<file path="config.mk">
export PLATFORM = sky130hd
export DESIGN_NAME = sdram_aref_sched
export DESIGN_NICKNAME = d
export VERILOG_FILES = /design/src/rtl/sdram_aref_sched.sv
export SDC_FILE = /design/constraint.sdc
export NUM_CORES = 1
export LEC_CHECK = 0
export ABC_CLOCK_PERIOD_IN_PS = 6900
export CORE_MARGIN = 5
export CORE_UTILIZATION = 56
export CTS_CLUSTER_SIZE = 28
export DETAILED_ROUTE_END_ITERATION = 6
export PLACE_DENSITY = 0.85
export SYNTH_ARGS = -nofsm -noshare
export SYNTH_HDL_FRONTEND = slang
export SYNTH_SLANG_ARGS = --single-unit
</file>
<file path="constraint.sdc">
create_clock -name sys_clk -period 6.9 [get_ports sys_clk]
set_input_delay 1.725 -clock sys_clk [delete_from_list [all_inputs] [get_ports sys_clk]]
set_output_delay 1.725 -clock sys_clk [all_outputs]
set_load 0.02 [all_outputs]
</file>
<file path="src/rtl/sdram_aref_sched.sv">
// sdram_aref_sched
// ----------------------------------------------------------------------------
// SDRAM auto-refresh scheduler. A free-running interval timer accrues refresh
// debt once every CLK_PER_REF cycles (while the device is initialised). When
// the command arbiter grants the refresh slot, the block issues a
// PRECHARGE-ALL followed by one or more AUTO REFRESH commands, retiring one
// unit of debt per AUTO REFRESH. Debt beyond URGENT_TH raises aref_urgent so
// the arbiter can pre-empt read/write traffic; a whole outstanding debt is
// then drained in a single burst instead of REF_PER_BURST at a time.
//
// Ports
//   sys_clk     : system clock
//   sys_rst     : synchronous active-high reset
//   init_end    : SDRAM initialisation complete (gates timer and grants)
//   aref_en     : arbiter grant, only looked at while IDLE
//   aref_req    : refresh pending (IDLE, initialised, debt non-zero)
//   aref_urgent : debt at or above URGENT_TH
//   aref_cmd    : {cs_n, ras_n, cas_n, we_n}, registered from the FSM state
//   aref_ba     : bank address, tied to 2'b11
//   aref_addr   : row address, tied to 13'h1fff (A10 high = precharge all)
//   aref_end    : one-cycle pulse when a burst completes
//   aref_debt   : outstanding refresh count
//   aref_ovf    : sticky flag, a tick was lost while debt was saturated
// ----------------------------------------------------------------------------
module sdram_aref_sched #(
    parameter int CLK_PER_REF   = 750,
    parameter int TRP_CLK       = 2,
    parameter int TRC_CLK       = 7,
    parameter int REF_PER_BURST = 2,
    parameter int MAX_DEBT      = 8,
    parameter int URGENT_TH     = 6
) (
    input  logic        sys_clk,
    input  logic        sys_rst,
    input  logic        init_end,
    input  logic        aref_en,
    output logic        aref_req,
    output logic        aref_urgent,
    output logic [3:0]  aref_cmd,
    output logic [1:0]  aref_ba,
    output logic [12:0] aref_addr,
    output logic        aref_end,
    output logic [3:0]  aref_debt,
    output logic        aref_ovf
);

    localparam int REF_W    = (CLK_PER_REF > 1) ? $clog2(CLK_PER_REF) : 1;
    localparam int WAIT_MAX = (TRP_CLK > TRC_CLK) ? TRP_CLK : TRC_CLK;
    localparam int CLK_W    = $clog2(WAIT_MAX + 1);

    localparam logic [3:0] CMD_NOP  = 4'b0111;
    localparam logic [3:0] CMD_PRE  = 4'b0010;
    localparam logic [3:0] CMD_AREF = 4'b0001;

    typedef enum logic [2:0] {
        ST_IDLE     = 3'd0,
        ST_PCHA     = 3'd1,
        ST_TRP      = 3'd2,
        ST_AUTO_REF = 3'd3,
        ST_TRF      = 3'd4,
        ST_END      = 3'd5
    } state_t;

    state_t             state_r;
    state_t             state_nxt_s;
    logic [REF_W-1:0]   cnt_ref_r;
    logic [CLK_W-1:0]   cnt_clk_r;
    logic [3:0]         debt_r;
    logic [3:0]         burst_n_r;
    logic [3:0]         issued_r;
    logic               ovf_r;
    logic [3:0]         cmd_r;
    logic               tick_s;
    logic               dec_s;
    logic               wait_end_s;
    logic               grant_s;
    logic               urgent_s;
    logic [3:0]         burst_len_s;

    // Command encoding driven on the bus one cycle after the FSM state.
    function automatic logic [3:0] cmd_of_state(input state_t st);
        logic [3:0] c;
        case (st)
            ST_PCHA:     c = CMD_PRE;
            ST_AUTO_REF: c = CMD_AREF;
            default:     c = CMD_NOP;
        endcase
        return c;
    endfunction

    assign tick_s   = (cnt_ref_r == REF_W'(CLK_PER_REF - 1)) && init_end;
    // debt is never zero in AUTO_REF since n <= debt at grant; the guard
    // only keeps an upset from wrapping the counter.
    assign dec_s    = (state_r == ST_AUTO_REF) && (debt_r != 4'd0);
    assign urgent_s = (debt_r >= 4'(URGENT_TH));
    assign grant_s  = (state_r == ST_IDLE) && (state_nxt_s == ST_PCHA);

    // Burst length chosen at grant time: everything when urgent, else capped.
    assign burst_len_s = urgent_s ? debt_r
                       : ((debt_r < 4'(REF_PER_BURST)) ? debt_r : 4'(REF_PER_BURST));

    // Next-state decode; wait_end_s marks the last cycle of a tRP/tRC wait.
    always_comb begin
        state_nxt_s = state_r;
        wait_end_s  = 1'b0;
        case (state_r)
            ST_IDLE: begin
                if (aref_en && init_end && (debt_r != 4'd0)) begin
                    state_nxt_s = ST_PCHA;
                end else begin
                    state_nxt_s = ST_IDLE;
                end
            end
            ST_PCHA: begin
                state_nxt_s = ST_TRP;
            end
            ST_TRP: begin
                if (cnt_clk_r == CLK_W'(TRP_CLK)) begin
                    wait_end_s  = 1'b1;
                    state_nxt_s = ST_AUTO_REF;
                end else begin
                    state_nxt_s = ST_TRP;
                end
            end
            ST_AUTO_REF: begin
                state_nxt_s = ST_TRF;
            end
            ST_TRF: begin
                if (cnt_clk_r == CLK_W'(TRC_CLK)) begin
                    wait_end_s = 1'b1;
                    if (issued_r < burst_n_r) begin
                        state_nxt_s = ST_AUTO_REF;
                    end else begin
                        state_nxt_s = ST_END;
                    end
                end else begin
                    state_nxt_s = ST_TRF;
                end
            end
            ST_END: begin
                state_nxt_s = ST_IDLE;
            end
            default: begin
                state_nxt_s = ST_IDLE;
            end
        endcase
    end

    // FSM state register.
    always_ff @(posedge sys_clk) begin
        if (sys_rst) begin
            state_r <= ST_IDLE;
        end else begin
            state_r <= state_nxt_s;
        end
    end

    // Refresh interval timer; holds while the device is not initialised.
    always_ff @(posedge sys_clk) begin
        if (sys_rst) begin
            cnt_ref_r <= '0;
        end else if (init_end) begin
            if (cnt_ref_r == REF_W'(CLK_PER_REF - 1)) begin
                cnt_ref_r <= '0;
            end else begin
                cnt_ref_r <= cnt_ref_r + REF_W'(1);
            end
        end else begin
            cnt_ref_r <= cnt_ref_r;
        end
    end

    // Wait counter for tRP / tRC; only runs inside the two wait states.
    always_ff @(posedge sys_clk) begin
        if (sys_rst) begin
            cnt_clk_r <= '0;
        end else if (((state_r == ST_TRP) || (state_r == ST_TRF)) && !wait_end_s) begin
            cnt_clk_r <= cnt_clk_r + CLK_W'(1);
        end else begin
            cnt_clk_r <= '0;
        end
    end

    // Refresh debt: a tick and a retirement in the same cycle cancel out.
    always_ff @(posedge sys_clk) begin
        if (sys_rst) begin
            debt_r <= 4'd0;
            ovf_r  <= 1'b0;
        end else begin
            case ({tick_s, dec_s})
                2'b10: begin
                    if (debt_r >= 4'(MAX_DEBT)) begin
                        ovf_r <= 1'b1;
                    end else begin
                        debt_r <= debt_r + 4'd1;
                    end
                end
                2'b01: begin
                    debt_r <= debt_r - 4'd1;
                end
                default: begin
                    debt_r <= debt_r;
                end
            endcase
        end
    end

    // Burst length latch and count of AUTO REFRESH commands issued so far.
    always_ff @(posedge sys_clk) begin
        if (sys_rst) begin
            burst_n_r <= 4'd0;
            issued_r  <= 4'd0;
        end else if (grant_s) begin
            burst_n_r <= burst_len_s;
            issued_r  <= 4'd0;
        end else if (state_r == ST_AUTO_REF) begin
            issued_r  <= issued_r + 4'd1;
        end else begin
            issued_r  <= issued_r;
        end
    end

    // Registered command bus.
    always_ff @(posedge sys_clk) begin
        if (sys_rst) begin
            cmd_r <= CMD_NOP;
        end else begin
            cmd_r <= cmd_of_state(state_r);
        end
    end

    // Status outputs are pure decodes of registered state (plus init_end for
    // the request), so the grant has no combinational path back to them.
    assign aref_req    = (state_r == ST_IDLE) && init_end && (debt_r != 4'd0);
    assign aref_urgent = urgent_s;
    assign aref_end    = (state_r == ST_END);
    assign aref_cmd    = cmd_r;
    assign aref_ba     = 2'b11;
    assign aref_addr   = 13'h1fff;
    assign aref_debt   = debt_r;
    assign aref_ovf    = ovf_r;

endmodule

</file>
==> impl_metrics.env <==
export IMPL_grt_pass1_vias=1156
export IMPL_synth_xor_area_share_pct=8.363
export IMPL_syn_area_per_cell_um2=9.273
export IMPL_crit_chain="clkdlybuf4s50_1, nand2b_1, nor4_4, clkdlybuf4s50_1"
export IMPL_drt_iter0_markers=56
export IMPL_routed_wl_met2_um=1369
export IMPL_pre_cts_ws_ps=1854
export IMPL_overflow=0
export IMPL_highest_layer="met4"
export IMPL_cap_violations=0
export IMPL_synthDistinctLibCells=43
export IMPL_synth_simple_area_share_pct=24.24
export IMPL_crit_buf_inv=2
export IMPL_viasPerCell=4.923
export IMPL_power_frac_clock_pct=32.7
export IMPL_slew_violations=0
export IMPL_insertedDiodeCount=0
export IMPL_setup_viol=0
export IMPL_layout_common_cells="dfxtp_1, nor2_1, conb_1"
export IMPL_gp_congestion=0.7574
export IMPL_clock_sinks=32
export IMPL_drive_gt1_share_pct=8.333
export IMPL_worst_slew_pin_slew_ps=720.5
export IMPL_finalPower_w=0.0003043
export IMPL_hold_class="reg -> reg"
export IMPL_rows=20
export IMPL_p_int_w=0.0002271
export IMPL_postRouteAntennaNets=0
export IMPL_cp_end_kind="primary output"
export IMPL_netlist_area_um2=1780
export IMPL_hold_buffers=0
export IMPL_final_common_cell="dfxtp_1"
export IMPL_tns_ps=0
export IMPL_pin_count=31
export IMPL_synthMuxAreaShare_pct=3.514
export IMPL_cts_setup_buffers=0
export IMPL_post_route_period_util_pct=72.99
export IMPL_fin_nets=220
export IMPL_wl_met1_um=1359
export IMPL_critPathMaxStageDelay_ps=660
export IMPL_ff_latch_area_um2=640.6
export IMPL_cts_resized_gates=0
export IMPL_start_util_pct=58.32
export IMPL_synth_fa_ha_area_share_pct=8.855
export IMPL_fmax_ghz=0.1985
export IMPL_synth_edff_count=0
export IMPL_critPathKind="in -> out"
export IMPL_worstPathArrival_ps=3310
export IMPL_portBuffers=14
export IMPL_cts_htree_levels=2
export IMPL_chipHeight_um=66.39
export IMPL_synthFlopType="dfxtp_1"
export IMPL_wl_um=2954
export IMPL_finalHoldViolations=0
export IMPL_required_ps=5180
export IMPL_num_vias=1221
export IMPL_relSlewSlack_pct=51.82
export IMPL_power_net_switching_w=0.00007711
export IMPL_syn_inst=192
export IMPL_period_minus_slack_ps=5037
export IMPL_power_per_cell_area_nw_per_um2=159.0
export IMPL_fill_cells=283
export IMPL_yosysWarningCount=0
export IMPL_grt_max_degree=20
export IMPL_cts_tree="yes"
export IMPL_clock_skew_ps=3.131
export IMPL_ys_ff_latch=32
export IMPL_comb_power_share_pct=5.6
export IMPL_synth_compound_area_share_pct=7.027
export IMPL_synth_top_family_by_area="simple AND/OR/NAND/NOR gates"
export IMPL_critPathSlowestCell="clkdlybuf4s50_1"
export IMPL_swShare_pct=25.35
export IMPL_ctsRootBufferMaster="clkbuf_4"
export IMPL_wire_per_inst_um=11.91
export IMPL_synthArstFlopShare_pct=0
export IMPL_track_usage_pct=15.80
export IMPL_numCtsBuffers=5
export IMPL_wl_met3_um=160
export IMPL_peakVddDrop_v=0.00009977
export IMPL_post_route_util_pct=62.66
export IMPL_syn_to_final_growth_pct=7.449
export IMPL_place_hpwl_um=2195
export IMPL_clk_insertion_delay_late_ps=340
export IMPL_die_area_um2=4407
export IMPL_die_w_um=66.39
export IMPL_rsz0062_at_grt="false"
export IMPL_p_seq_share_pct=61.7
export IMPL_outcome="finished, final reports clean"
export IMPL_clk_transition_reported_paths_ps=90
export IMPL_post_route_drc_count=0
export IMPL_ys_seq_area_share_pct=35.98
export IMPL_power_leakage_nw=0.7979
export IMPL_rrSetupSlack_ps=4400
export IMPL_cpLargestDelayFamily="buffers and inverters"
export IMPL_firstDrtPassIters=4
export IMPL_crit_fanout=7
export IMPL_setup_slack_ps=1863
export IMPL_multi_input_area_um2=985.9
export IMPL_cts_max_path_buffers=2
export IMPL_core_um2=3053
export IMPL_start_kind="input port"
export IMPL_grt_first_pass_wirelength_um=5237
export IMPL_crit_top_cell="clkdlybuf4s50_1"
export IMPL_antenna_found_initial=0
[logic make-up after synthesis]
| family | count (synthesis) |
|---|---|
| simple gates | 70 |
| compound gates | 19 |
| fa+ha+maj | 12 |
| mux | 5 |
| other cells | 2 |
| flops | 32 |
| buf+inv | 35 |
| xor+xnor | 17 |
[power groups by stage]
stage | Clock, W | Sequential (W) | Combinational (W)
2_1_floorplan | 0 | 0.000191 | 0.0000203
3_3_place_gp | 0 | 0.000192 | 0.0000165
3_5_place_dp | 0 | 0.000192 | 0.0000165
4_1_cts | 0.000104 | 0.000188 | 0.0000167
5_1_grt | 0.000111 | 0.000188 | 0.0000190
6_report | 0.0000995 | 0.000188 | 0.0000169
[worst paths after layout]
check / from / to / depth (start not counted)
min: cnt_clk_r[0] / cnt_clk_r[0] / 1
max reg2reg: cnt_ref_r[0] / aref_debt[3] / 10
max: init_end / aref_req / 4
min reg2reg: cnt_clk_r[0] / cnt_clk_r[0] / 1
[per-layer routing]
metal  global-route usage [%]  vias up
met1                    18.73      568
met4                    8.376        0
met5                        0        -
met3                    5.782        7
met2                    24.66       21
li1                         -      625
[area by class of cell]
class	count	area share [%]
repair buffers	14	7.325
flip-flops and latches	32	33.49
inverters	12	2.354
well taps	44	2.878
multi-input cells	139	51.54
clock inverters	1	0.2616
clock buffers	6	2.158
[flip-flops by register name, indices dropped and copies added, names as in the netlist]
register and count:
issued_r 4, aref_debt 4, aref_ovf 1, burst_n_r 4, aref_cmd 3, cnt_ref_r 10
cnt_clk_r 3, state_r 3
[synth_stat cells, types with 2 or more instances]
cell type  count  area share [%]
dfxtp_1       32              36
and3_4         2             1.3
o21ai_0        2            0.56
nor2_1        24             5.1
a21o_1         2            0.84
xor2_1        11             5.4
a31oi_1        2            0.70
xnor2_1        6             3.0
nor4_4         2             2.4
buf_4         17             7.2
conb_1         2            0.42
a211oi_1       2            0.84
clkbuf_1       2            0.42
nand3_1        3            0.84
mux2i_1        4             2.2
nor2b_1        2            0.70
a21oi_1        7             2.0
nand2b_1       6             2.1
inv_1         12             2.5
ha_1          11             7.7
nand4_1        4             1.4
buf_2          3            0.84
o21a_1         2            0.84
nor3_1         6             1.7
nand2_1        8             1.7
[metrics by stage]
stage	hold WS (ps)	instance area (µm²)	std cells
6_report	454.6	1913	248
5_1_grt	472.1	1913	248
4_1_cts	462.2	1913	248
3_5_place_dp	440.0	1867	241
3_3_place_gp	431.0	1867	241
2_1_floorplan	417.3	1833	206
Power figures use the tool's default switching activity.
